===== config.mk =====
export PLATFORM = sky130hd
export DESIGN_NAME = unpacked_stream_ser
export DESIGN_NICKNAME = d
export VERILOG_FILES = /design/src/rtl/unpacked_stream_ser_pkg.sv /design/src/rtl/unpacked_stream_unpack.sv /design/src/rtl/unpacked_stream_ser.sv
export SDC_FILE = /design/constraint.sdc
export NUM_CORES = 1
export LEC_CHECK = 0
export ABC_CLOCK_PERIOD_IN_PS = 2300
export CAP_MARGIN = 20
export CELL_PAD_IN_SITES_DETAIL_PLACEMENT = 0
export CELL_PAD_IN_SITES_GLOBAL_PLACEMENT = 1
export CORE_UTILIZATION = 30
export CTS_CLUSTER_SIZE = 14
export DETAILED_ROUTE_END_ITERATION = 12
export GPL_TIMING_DRIVEN = 0
export HOLD_SLACK_MARGIN = 0.06
export PLACE_DENSITY_LB_ADDON = 0.1
export RECOVER_POWER = 50
export SYNTH_ARGS = -nofsm -noshare
export SYNTH_HDL_FRONTEND = slang
export SYNTH_SLANG_ARGS = --single-unit
export TNS_END_PERCENT = 100

===== constraint.sdc =====
create_clock -name clk -period 2.3 [get_ports clk]
set_input_delay 0.23 -clock clk [delete_from_list [all_inputs] [get_ports clk]]
set_output_delay 0.23 -clock clk [all_outputs]
set_load 0.03 [all_outputs]

===== src/rtl/unpacked_stream_ser_pkg.sv =====
`default_nettype none
// ============================================================================
// Module  : unpacked_stream_ser_pkg
// Brief   : Shared types and helpers for the unpacked stream serializer.
// Revision: 1.0 - initial release
// ============================================================================
package unpacked_stream_ser_pkg;

  typedef enum logic [0:0] {
    IDLE   = 1'b0,
    STREAM = 1'b1
  } state_t;

  typedef enum logic [0:0] {
    DIR_MSB_FIRST = 1'b0,
    DIR_LSB_FIRST = 1'b1
  } dir_t;

  // Index width is never zero, so NE=1 still gets a usable 1-bit port.
  function automatic int idx_width(input int ne);
    return (ne <= 1) ? 1 : $clog2(ne);
  endfunction

endpackage
`default_nettype wire


===== src/rtl/unpacked_stream_unpack.sv =====
`default_nettype none
// ============================================================================
// Module  : unpacked_stream_unpack
// Brief   : Splits a packed word into an array; element 0 is the MS slice.
// Revision: 1.0 - initial release
// ============================================================================
module unpacked_stream_unpack
  import unpacked_stream_ser_pkg::*;
#(
  parameter int EW = 4,
  parameter int NE = 5
) (
  input  logic [EW*NE-1:0] data,
  output logic [EW-1:0]    arr [NE]
);

  for (genvar i = 0; i < NE; i++) begin : g_elem
    assign arr[i] = data[(NE-1-i)*EW +: EW];
  end

endmodule
`default_nettype wire


===== src/rtl/unpacked_stream_ser.sv =====
`default_nettype none
// ============================================================================
// Module  : unpacked_stream_ser
// Brief   : Serializes a packed word into NE elements, either order, with a
//           valid/ready handshake on both sides.
//           Define UNPACKED_STREAM_SER_BACK2BACK_EN for bubble-free reloads.
// Revision: 1.0 - initial release
// ============================================================================
module unpacked_stream_ser
  import unpacked_stream_ser_pkg::*;
#(
  parameter  int EW = 4,
  parameter  int NE = 5,
  localparam int IW = idx_width(NE)
) (
  input  logic              clk,
  input  logic              rst_n,
  input  logic              in_valid,
  output logic              in_ready,
  input  logic [EW*NE-1:0]  in_data,
  input  logic              in_dir,
  output logic              out_valid,
  input  logic              out_ready,
  output logic [EW-1:0]     out_data,
  output logic [IW-1:0]     out_idx,
  output logic              out_last
);

  localparam logic [IW-1:0] LAST_CNT = IW'(NE - 1);

  state_t        state_q, state_d;
  dir_t          dir_q;
  logic [IW-1:0] cnt_q;
  logic [EW-1:0] arr_q [NE];
  logic [EW-1:0] arr_d [NE];
  logic          load;
  logic          beat;

  unpacked_stream_unpack #(
    .EW (EW),
    .NE (NE)
  ) u_unpack (
    .data (in_data),
    .arr  (arr_d)
  );

  always_comb begin
    out_valid = (state_q == STREAM);
    out_last  = out_valid && (cnt_q == LAST_CNT);
    out_idx   = '0;
    out_data  = '0;
    if (out_valid) begin
      out_idx  = (dir_q == DIR_LSB_FIRST) ? (LAST_CNT - cnt_q) : cnt_q;
      out_data = arr_q[out_idx];
    end
`ifdef UNPACKED_STREAM_SER_BACK2BACK_EN
    // Accept the next word exactly when the final beat leaves.
    in_ready = !out_valid || (out_last && out_ready);
`else
    in_ready = !out_valid;
`endif
    load    = in_valid && in_ready;
    beat    = out_valid && out_ready;
    state_d = state_q;
    case (state_q)
      IDLE:    if (load) state_d = STREAM;
      STREAM:  if (beat && out_last && !load) state_d = IDLE;
      default: state_d = IDLE;
    endcase
  end

  always_ff @(posedge clk) begin
    if (!rst_n) begin
      state_q <= IDLE;
      dir_q   <= DIR_MSB_FIRST;
      cnt_q   <= '0;
      for (int i = 0; i < NE; i++) arr_q[i] <= '0;
    end else begin
      state_q <= state_d;
      if (load) begin
        arr_q <= arr_d;
        dir_q <= dir_t'(in_dir);
        cnt_q <= '0;
      end else if (beat && !out_last) begin
        cnt_q <= cnt_q + IW'(1);
      end
    end
  end

endmodule
`default_nettype wire

Yosys cells after proc, flatten, opt, wreduce, memory -nomap -nowiden
Index checks and enable logic that the tools add are counted.

Logic and storage cells: 34. Output and inout port bits: 10. Flip-flop bits (word level): 25. Input port bits: 25.

Reduce and logical (&&, ||, !) cells: 10. Order comparisons: 1. Mux-type cells: 9. Eq/ne operators: 1. Add/sub/neg operators: 2. Bitwise gates (word level): 3.

Operator list (number): binary-select mux 4 bit (select 3 bit) (1); two-way mux 4 bit (3); logical AND 1 bit (6); two-way mux 3 bit (2); greater-or-equal comparator 4 bit, second input constant (1); NOT 3 -> 4 bit (1); adder 3 x 1 -> 3 bit, second input constant (1); == test 3 bit, second input constant (1); logical NOT 1 bit (3); subtractor 3 bit, first input constant (1); two-way mux 1 bit (2); NOT 1 bit (2); case mux 1 bit (2 select lines) (1); OR reduction 2 bit (1).

Depth between registers and ports, before layout
Gate-level depths: netlist of run 1.

Word-level depth: 7. Gate-level depth with buffers: 6. Depth with buffers taken out: 6.

Cells and area by module
From an unflattened synthesis of run 1, not the netlist that was laid out.

Cells, all modules: 149. Area total of the unflattened synthesis: 1318.8 um2.

By module, submodules not included: unpacked_stream_ser (cells each 129, sequential area each 500.5 um2, instances 1, area each 1168.6 um2); unpacked_stream_unpack (cells each 20, sequential area each 0.0 um2, instances 1, area each 150.1 um2).

Worst setup path after synthesis of run 1
OpenSTA, ideal clock, no wires.

Path kind: reg2out. Start: reg cnt_q[0]. End: out out_data[2]. Data arrival time: 1.780 ns. Buffers on the path: 0. Stages on the path, launching flop included: 7. Required time: 2.070 ns. Path slack: 0.290 ns. Cell sequence: dfxtp_1 inv_2 ha_1 ha_1 mux2i_1 and2_1 a22o_1.

Cells in the longest elaborated chain, start to end: 7.

Ends and longest elaborated chain: start: declaration (line unpacked_stream_ser.sv:33) `logic [IW-1:0] cnt_q;`; start signal: assignment (line unpacked_stream_ser.sv:85) `cnt_q <= cnt_q + IW'(1);`; subtractor 3 bit (line unpacked_stream_ser.sv:53) `out_idx = (dir_q == DIR_LSB_FIRST) ? (LAST_CNT - cnt_q) : cnt_q;`; two-way mux 3 bit * (line unpacked_stream_ser.sv:53); NOT 3 -> 4 bit (not written as such) * (line unpacked_stream_ser.sv:54) `out_data = arr_q[out_idx];`; binary-select mux 4 bit (select 3 bit) * (line unpacked_stream_ser.sv:54); two-way mux 4 bit (not written as such) * (2 in a row) (line unpacked_stream_ser.sv:54); two-way mux 4 bit * (line unpacked_stream_ser.sv:52) `if (out_valid) begin`; end: declaration (line unpacked_stream_ser.sv:24) `output logic [EW-1:0] out_data,`.

Every way passes the cells marked *; elsewhere a longest branch is shown, timed or not. The select of a mux whose other input is x is not followed.

Worst setup path after layout of run 1
Start: reg cnt_q[0]. End: out out_data[0].

The elaborated chain is that of the path after synthesis.

==> metrics.txt, run 1 <==
DR pass1 iterations=4; io pins=35; Area growth syn-to-layout=46.3%; Post-DRT Antenna Nets=0; CTS Sinks=25; Setup Slack @ Placement=-552 ps; reg2reg setup slack=between 900 and 1000 ps; Data required, critical path=approximately 2100 ps; Cell variety after synth=23; site row count=22; CP Capture Point=out_data[0]; Final Setup Violations=0; pin count of the biggest net entering global routing=14; Startpoint Class=flop; period utilization=95.8%; Slew HR=between 60% and 70%; Seq cells post-synth=25; number of fillers in the final layout=400; area leader, netlist=dfxtp_1; Worst Path Max Fanout=7; Ys Warns=0; CORE AREA=about 3700 sq um; worst reg2reg path startpoint=out_valid; total power draw=around 0.9 mW; Mean Syn Cell Area=about 9.1 sq um; Port Buffers=34; Layout Utilization=a little under half; PD cells=between 500 and 600 nW/um^2; most area-consuming cells after synthesis=dfxtp_1 (43%), nand2_1 (14%), a21boi_0 (13%), mux4_2 (7.7%), ha_1 (3.2%); Placed Instances=approximately 210; First DRT Iteration DRCs=between 40 and 50; drc violations=0; worst vdd ir=roughly 0.00035 V; Hold Path Class=flop to flop; vias in the first global route=~960; layout net count=roughly 200; syn_nets=about 160; post-route setup slack=around 96 ps; Gate Count Post-Synth=roughly 130; RSZ-0062 raised after global routing=false; Max Slew Vio Count=0; worst-margin pin slew=between 400 and 500 ps; Synth top area share=between 40% and 50%; # diodes=0; TritonCTS clock tree=done; Hold WS=around 470 ps; reg2reg path depth=4; P_leak=~0.66 nW; Worst-path clk slew=about 80 ps; TritonCTS Buffers=3; status=finished clean; FMAX=~0.45 GHz; fraction of layout cells with a size suffix above 1=~16%; antenna violations before repair=0; die area=just over 4000 sq um; post-route cell area=~1700 sq um; most frequent cells in the layout=nand2_1 (43), clkdlybuf4s50_1 (26), dfxtp_1 (23); Area after DPL=about 1600 sq um; Bufs on Longest Clock Path=2; clock latency at the later pin of the worst-skew pair=260 ps; Worst Path Arrival=approximately 2000 ps; Initial Util=31.7%; CP Launch Point=cnt_q[0]; total wire length=2.66 mm; post-DP HPWL=between 1.5 and 2 mm; GRT Resource Usage Total=14.3%; total number of vias=994; root buffer cell=clkbuf_8; Vias/cell=approximately 4.5; GPL Wtd Cong=slightly above 0.7; final count of hold timing violations=0; Synth Cell Area=around 1200 sq um; Die X=between 60 and 70 um; Avg WL per Cell=12.1 um; crit path kind=flop to output port; register area share after synthesis=a little over two fifths; reg2reg end=arr_q[5]; Worst setup EP type=output port; grt ovf=0; Layout Cells excl Fill=220; max-capacitance violation count=0; clk_skew=~2.1 ps; Final Critical Period=2200 ps; setup_tns=0 ps; overall die height=64.4 um; first-pass GRT wire length=around 4.5 mm; total number of H-tree levels=1; leading cell type in the layout, fill and taps excluded=nand2_1
[flip-flops by register name, summed over array words and instances, names as in the netlist]
signal and flops:
out_valid 1, arr_q 20, dir_q 1, cnt_q 3
[routing by layer]
| layer | part of all wire [%] | track usage (%) | up-vias |
|---|---|---|---|
| met1 | 50 | 19.3 | 450 |
| met4 | 1.0 | 4.17 | 0 |
| met3 | 4.4 | 2.82 | 4 |
| met2 | 45 | 22.9 | 22 |
| met5 | 0 | 0 | - |
| li1 | - | - | 518 |
[how the worst min path moves through the flow]
stage              start         to  slack, ps  cells past startpoint
4_1_cts        arr_q[10]  arr_q[10]        470                      2
3_5_place_dp   arr_q[10]  arr_q[10]        460                      2
2_1_floorplan  out_ready  out_valid        320                      1
3_3_place_gp   arr_q[10]  arr_q[10]        450                      2
6_report       arr_q[10]  arr_q[10]        470                      2
5_1_grt        arr_q[18]  arr_q[18]        490                      2
[logic make-up (layout without fill, tap and decap cells)]
group,count (synthesis),count (layout),share of synthesized area [%]
DFF,25,25,42.8
xor gates and xnor gates,2,2,1.50
muxes,7,7,10.6
AOI/OAI and AO/OA,27,27,17.3
and+or+nand+nor,56,56,21.3
buffers and inverters,9,52,3.21
adders and majority gates,3,3,3.21
[critical path: stages (launching register included)]
cell	delay, ps
dfxtp_4	380
inv_8	60
ha_4	240
mux2i_4	160
buf_4	160
mux4_2	310
a22o_1	220
clkbuf_4	180
[synth_stat cells (all sizes together)]
| cell type | instances |
|---|---|
| a21boi | 21 |
| a21oi | 1 |
| a22o | 4 |
| and2 | 2 |
| buf | 3 |
| clkbuf | 3 |
| dfxtp | 25 |
| ha | 3 |
| inv | 3 |
| mux2i | 3 |
| mux4 | 4 |
| nand2 | 43 |
| nand2b | 1 |
| nand3b | 1 |
| nand4b | 1 |
| nor2 | 6 |
| nor2b | 1 |
| nor4b | 1 |
| o21ai | 1 |
| xnor2 | 1 |
| xor2 | 1 |
[where the power goes]
part | leakage, nW | total (mW) | switching, mW | internal, mW
Sequential | 0.207 | 0.469 | 0.0153 | 0.454
Combinational | 0.434 | 0.163 | 0.0732 | 0.0898
Clock | 0.0228 | 0.249 | 0.126 | 0.124
Total | 0.663 | 0.881 | 0.214 | 0.667
[area by class of cell]
class	count	area (sq um)	share of cell area, %
repair buffers	39	373	21.8
clock buffers	4	45.0	2.64
multi-input cells	95	679	39.8
flip-flops and latches	25	508	29.7
well taps	48	60.1	3.51
inverters	3	18.8	1.10
plain buffers	6	25.0	1.46
[timing repair]
action                                  CTS  global route
setup buffers                             5             0
pin swaps                                 1             1
resized for setup                        35             5
hold buffers                              0             0
endpoints found under the setup margin    6             4
(Power assumes the default switching activity.)
==> inputs of run 2 (changes only) <==
- HOLD_SLACK_MARGIN: 0.06 -> not set
==> results of run 2 <==
The final DEF is identical to that of run 1; final timing and power are the same.
